**src/rtl/div3_frame_accum.sv**
```systemverilog
// div3_frame_accum
//   Accumulates FRAME_LEN {quotient, remainder} pairs produced by a
//   divide-by-3 stage. Remainders are summed exactly and every time they
//   reach 3 a carry is folded into the quotient total. Each frame therefore
//   reports floor(sum(din)/3) and sum(din) mod 3.
//   Valid/ready handshake on both sides. The output is a single registered
//   slot. The next frame keeps accumulating while a result is still pending,
//   and stalls only at its final sample until that slot drains.
//
// Ports
//   clk          rising-edge clock
//   rst_n        asynchronous active-low reset, released synchronously
//   clr          synchronous flush of the frame in progress (output slot kept)
//   in_valid     in_quot/in_rem pair valid
//   in_ready     block can accept a pair (registered state and clr only)
//   in_quot      quotient from the divider, Q_WIDTH bits
//   in_rem       remainder from the divider (0..2; 3 is summed by the same rule)
//   out_valid    frame result valid
//   out_ready    consumer accepts the frame result
//   out_sum      frame quotient total including remainder carries
//   out_residue  frame sum mod 3
//   out_ovf      quotient accumulator wrapped at least once during the frame
module div3_frame_accum #(
    parameter int Q_WIDTH   = 15,
    parameter int ACC_WIDTH = 24,
    parameter int FRAME_LEN = 8
) (
    input  logic                 clk,
    input  logic                 rst_n,
    input  logic                 clr,
    input  logic                 in_valid,
    output logic                 in_ready,
    input  logic [Q_WIDTH-1:0]   in_quot,
    input  logic [1:0]           in_rem,
    output logic                 out_valid,
    input  logic                 out_ready,
    output logic [ACC_WIDTH-1:0] out_sum,
    output logic [1:0]           out_residue,
    output logic                 out_ovf
);

    localparam int                   CNT_WIDTH = $clog2(FRAME_LEN);
    localparam logic [CNT_WIDTH-1:0] LAST_IDX  = CNT_WIDTH'(FRAME_LEN - 1);

    // Frame-in-progress state
    logic [CNT_WIDTH-1:0] cnt;
    logic [ACC_WIDTH-1:0] acc;
    logic [1:0]           res;
    logic                 ovf_acc;

    // Combinational datapath
    logic                 last_sample;
    logic                 in_fire;
    logic                 frame_close;
    logic [2:0]           r_new;
    logic                 carry;
    logic [1:0]           res_nxt;
    logic [ACC_WIDTH:0]   acc_sum;
    logic [ACC_WIDTH-1:0] acc_nxt;
    logic                 ovf_nxt;

    always_comb begin
        last_sample = (cnt == LAST_IDX);
        // A pending result only blocks the sample that would close the next
        // frame; earlier samples of that frame are accepted freely.
        in_ready    = !clr && !(out_valid && last_sample);
        in_fire     = in_valid && in_ready;
        frame_close = in_fire && last_sample;

        // Remainder accumulation: fold every full 3 into the quotient total.
        // With res <= 2 and in_rem <= 3 a single subtraction always suffices.
        r_new   = {1'b0, res} + {1'b0, in_rem};
        carry   = (r_new >= 3'd3);
        res_nxt = carry ? 2'(r_new - 3'd3) : r_new[1:0];

        acc_sum = {1'b0, acc}
                + (ACC_WIDTH + 1)'(in_quot)
                + (ACC_WIDTH + 1)'(carry);
        acc_nxt = acc_sum[ACC_WIDTH-1:0];
        ovf_nxt = ovf_acc || acc_sum[ACC_WIDTH];
    end

    // Frame accumulator
    always_ff @(posedge clk or negedge rst_n) begin
        if (!rst_n) begin
            cnt     <= '0;
            acc     <= '0;
            res     <= '0;
            ovf_acc <= 1'b0;
        end else if (clr || frame_close) begin
            cnt     <= '0;
            acc     <= '0;
            res     <= '0;
            ovf_acc <= 1'b0;
        end else if (in_fire) begin
            cnt     <= cnt + CNT_WIDTH'(1);
            acc     <= acc_nxt;
            res     <= res_nxt;
            ovf_acc <= ovf_nxt;
        end
    end

    // Output slot. Loading a freshly closed frame takes priority over the
    // drain, so a close coinciding with a consume keeps out_valid high.
    always_ff @(posedge clk or negedge rst_n) begin
        if (!rst_n) begin
            out_valid   <= 1'b0;
            out_sum     <= '0;
            out_residue <= '0;
            out_ovf     <= 1'b0;
        end else if (frame_close) begin
            out_valid   <= 1'b1;
            out_sum     <= acc_nxt;
            out_residue <= res_nxt;
            out_ovf     <= ovf_nxt;
        end else if (out_valid && out_ready) begin
            out_valid   <= 1'b0;
        end
    end

endmodule

```
**config.mk**
```make
export PLATFORM = sky130hd
export DESIGN_NAME = div3_frame_accum
export DESIGN_NICKNAME = d
export VERILOG_FILES = /design/src/rtl/div3_frame_accum.sv
export SDC_FILE = /design/constraint.sdc
export NUM_CORES = 1
export LEC_CHECK = 0
export ABC_AREA = 1
export CORE_MARGIN = 10
export CORE_UTILIZATION = 30
export CTS_CLUSTER_DIAMETER = 120
export DETAILED_ROUTE_END_ITERATION = 8
export PLACE_DENSITY_LB_ADDON = 0.12
export SKIP_CTS_REPAIR_TIMING = 1
export SLEW_MARGIN = 10
export SYNTH_ARGS = -nofsm -noshare
export SYNTH_HDL_FRONTEND = slang
export SYNTH_SLANG_ARGS = --single-unit
```
**constraint.sdc**
```tcl
create_clock -name clk -period 4.03 [get_ports clk]
set_input_delay 1.0075 -clock clk [delete_from_list [all_inputs] [get_ports clk]]
set_output_delay 1.0075 -clock clk [all_outputs]
set_load 0.1 [all_outputs]
```
==> Word level (Yosys, flattened, before mapping) <==
Index checks and enable logic that the tools add are counted.
{ "word_totals": {"regBits": 58, "inputBits": 22, "elab_cells": 37} }
{ "op_classes": {"add_sub_neg": 5, "n_lt_le_gt_ge": 1, "n_eq_ne": 1, "muxes": 11, "n_reduce_logical": 11} }
{ "ops": {"columns": ["op", "n"], "rows": [
  ["$mux W24", 2],
  ["$add A24 B15 Y25", 1],
  ["$add A25 B1 Y25", 1],
  ["$mux W2", 3],
  ["$mux W3", 2],
  ["$logic_and A1 B1 Y1", 5],
  ["$mux W1", 4],
  ["$reduce_bool A2 Y1", 2],
  ["$add A2 B2 Y3", 1],
  ["$add A3 B1 Y3 const B", 1],
  ["$eq A3 B3 Y1 const B", 1],
  ["$ge A3 B2 Y1 const B", 1],
  ["$logic_not A1 Y1", 2],
  ["$logic_or A1 B1 Y1", 2],
  ["$sub A2 B2 Y2 const B", 1]
]} }

==> Depth between registers and ports, before layout <==
{ "logic_depth": {"depth_word": 8, "mapped_depth": 20} }

==> Worst setup path after synthesis <==
OpenSTA, ideal clock, no wires.
{ "synth_timing": {"path_type": "input to register", "from": "in in_rem[0]", "to": "reg out_sum[16]", "setup_time_ps": 120, "arrival_ps": 3499, "required_time_ps": 3910, "path_slack_ps": 411, "cell_stages": 19, "cell_sequence": "ha_1 inv_1 fa_1 inv_1 ha_1 or2_2 inv_1 fa_1 fa_1 inv_1 nand3_1 nand3_1 nand2_1 nand2_2 nand2_1 nand2_1 nand2_1 nand3_1 nand2_1"} }
{ "synth_via": {"elab_chain_cells": 3} }
{ "synth_lines": {"columns": ["element", "line", "text"], "rows": [
  ["start: declaration", "34", "input logic [1:0] in_rem,"],
  ["$add A2 B2 Y3", "72", "r_new = {1'b0, res} + {1'b0, in_rem};"],
  ["$ge A3 B2 Y1", "73", "carry = (r_new >= 3'd3);"],
  ["$add A25 B1 Y25", "78", "+ (ACC_WIDTH + 1)'(carry);"],
  ["end signal: assignment", "113", "out_sum <= acc_nxt;"],
  ["end: declaration", "37", "output logic [ACC_WIDTH-1:0] out_sum,"]
]} }
Every way passes these cells.
A chain may end at the register's enable or synchronous reset.

==> Worst setup path after layout <==
{ "layout_timing": {"from": "in in_rem[1]", "to": "reg out_sum[14]"} }
The elaborated chain is that of the path after synthesis.

==> flow_metrics.tcl <==
set metrics [dict create \
    crit_arrival_ns 3.97 \
    hold_depth 2 \
    syn2layout_area_growth_pct 29.7 \
    post-place-ws_ns -0.295 \
    final_cell_mix "nand2_1 (228), inv_1 (71), dfrtp_1 (58)" \
    maxCapViolCount 0 \
    nNetsFinal 646 \
    grt_pass1_vias 3523 \
    start_util 0.309 \
    placementRows 40 \
    routedWlPerCell_um 13.9 \
    die_area_um2 17400 \
    synth_cells 539 \
    rsz0062_at_grt "false" \
    crit_required_ns 4.25 \
    crit_family "adder cells" \
    cp_num_buf_inv 6 \
    critPathSlowestCell "clkdlybuf4s50_1" \
    ir_worst_vdd_mv 0.229 \
    syn-cell-area_um2 3760 \
    portBuffers 50 \
    cp_num_cells 18 \
    synth_cell_types 32 \
    yosys_warnings 0 \
    clk_pin_slew_ns 0.05 \
    cp_max_fo 3 \
    avgSynthCellArea_um2 6.98 \
    htreeDepth 3 \
    place.gp.congestion 0.915 \
    num_vias 3514 \
    fin_skew_ns 0.0101 \
    setup_violations 0 \
    post-route-period-util 0.930 \
    cp-start-kind "primary input" \
    dp_cells 760 \
    coreArea_um2 12200 \
    finalMaxSlewViolations 0 \
    grt.overflow.total 0 \
    cts-buffers-inserted 9 \
    min_path_type "reg -> reg" \
    synthArstFlopShare 1.00 \
    register_area_um2 1450 \
    synth_flop_cell "dfrtp_1" \
    power_density_nw_per_um2 504 \
    ys_seq_elements 58 \
    end_kind "register" \
    grt_max_degree 34 \
    antenna_found_initial 0 \
    fillCellCount 1319 \
    die_x_um 132 \
    cts_tree "built" \
    place_hpwl_um 8430 \
    layout_commonest_cell "nand2_1" \
    cts_root_buf "clkbuf_16" \
    antenna_left 0 \
    critPathKind "in -> reg" \
    gr-usage-all-layers 0.131 \
    place_area_um2 4500 \
    fin_cells 775 \
    ctsLongestPathBuffers 2 \
    grt_pass1_wl_um 18300 \
    hold_viol_final 0 \
    synth-seq-area-share 0.386 \
    via_per_inst 4.53 \
    fin_ws_ns 0.281 \
    finalCriticalPeriod_ns 3.75 \
    fin_area_um2 4870 \
    cp_cell_sequence "clkdlybuf4s50_1, inv_1, fa_1, inv_1, ha_2, or2_4, inv_2, fa_2, fa_2, inv_2, buf_4, nand2_1, nand3_1, nand3_1, nand2_1, nand2_1, nand3_1, nand2_1" \
    multiInputGateArea_um2 1990 \
    synth.net_count 582 \
    drt_wl_total_um 10800 \
    die_h_um 132 \
    insertion_delay_ns 0.35 \
    drt-initial-drc-count 271 \
    drt_first_pass_iters 4 \
    whs_ns 0.473 \
    crit_path_max_incr_delay_ns 0.45 \
    drive_gt1_frac 0.109 \
    pin_count 51 \
    max_clock_freq_mhz 267 \
    cpMostUsedCell "nand2_1" \
    clock_sinks 58 \
    fin_util 0.401 \
    status "completed" \
    relSlewSlack 0.319 \
    total_leakage_power_nw 2.60 \
    tightest_slew_ns 1.02 \
    worst_r2r_path_depth 18 \
    synth_edf_count 0 \
    antenna_cells 0 \
    route.detailed.drc 0 \
]
-- worst register-to-register path: stages, from the launching register on --
cell and delay (ns):
dfrtp_1 0.36, ha_2 0.17, inv_1 0.05, fa_1 0.49, inv_1 0.08, ha_2 0.15, or2_4 0.12, inv_2 0.04
fa_2 0.40, fa_2 0.41, inv_2 0.09, buf_4 0.11, nand2_1 0.04, nand3_1 0.15, nand3_1 0.13, nand2_1 0.08
nand2_1 0.06, nand3_1 0.07, nand2_1 0.07
-- cell families after synthesis --
logic type / synth area share
and+or+nand+nor: 0.376
buffers and inverters: 0.0942
DFF: 0.386
AOI/OAI and AO/OA: 0.0489
adders and majority gates: 0.0759
xor gates and xnor gates: 0.0186
-- area by class of cell --
cell class / instances / area share
Multi-Input combinational cell: 393 / 0.408
Sequential cell: 58 / 0.298
Timing Repair Buffer: 62 / 0.120
Inverter: 79 / 0.0608
Clock buffer: 10 / 0.0490
Tap cell: 168 / 0.0431
Clock inverter: 5 / 0.0210
-- synth_stat cells (4+ instances only) --
cell      instances  area share
inv_2             5      0.0050
nand2_1         233        0.23
inv_1            73       0.073
nand2_2           7       0.012
a22o_1            7       0.016
buf_2             4      0.0053
buf_4             5       0.010
nand3b_1          6       0.012
nand3_1          49       0.065
xor2_1            5       0.012
nor2_2            5      0.0083
dfrtp_1          58        0.39
a21oi_1           4      0.0053
nor2_1           24       0.024
o21ai_0           9       0.012
ha_1             18       0.060
nand4_1           4      0.0067
-- stage by stage --
stage	power [mW]	setup TNS [ns]
6_report	2.46	0
5_1_grt	2.64	0
4_1_cts	2.47	0
3_5_place_dp	1.55	-5.22
3_3_place_gp	1.55	-3.94
2_1_floorplan	1.27	0
-- layer usage --
metal,wire (um),track usage,up-vias
met1,5300,0.168,1619
met4,227,0.0544,0
met5,0,0,-
met2,4690,0.199,80
met3,580,0.0427,16
li1,-,-,1799
-- flip-flops by register name, indices dropped and copies added (netlist names) --
name,flops
ovf_acc,1
out_ovf,1
res,2
cnt,3
out_valid,1
acc,24
out_sum,24
out_residue,2
-- where the power goes --
group	leakage [nW]	internal (mW)	switching, mW	total, mW
sequential	0.794	0.644	0.0340	0.678
clock	0.165	0.615	0.277	0.892
combinational	1.64	0.349	0.536	0.885
-- final timing paths --
check                           start     endpoint  slack (ns)
max                         in_rem[1]  out_sum[14]        0.28
min                        out_sum[5]   out_sum[5]        0.47
min reg2reg                out_sum[5]   out_sum[5]        0.47
max reg2reg                    res[0]  out_sum[14]        0.83
max in group asynchronous       rst_n      acc[18]        2.49
min in group asynchronous       rst_n   out_sum[1]        0.67
(Power assumes the default switching activity.)
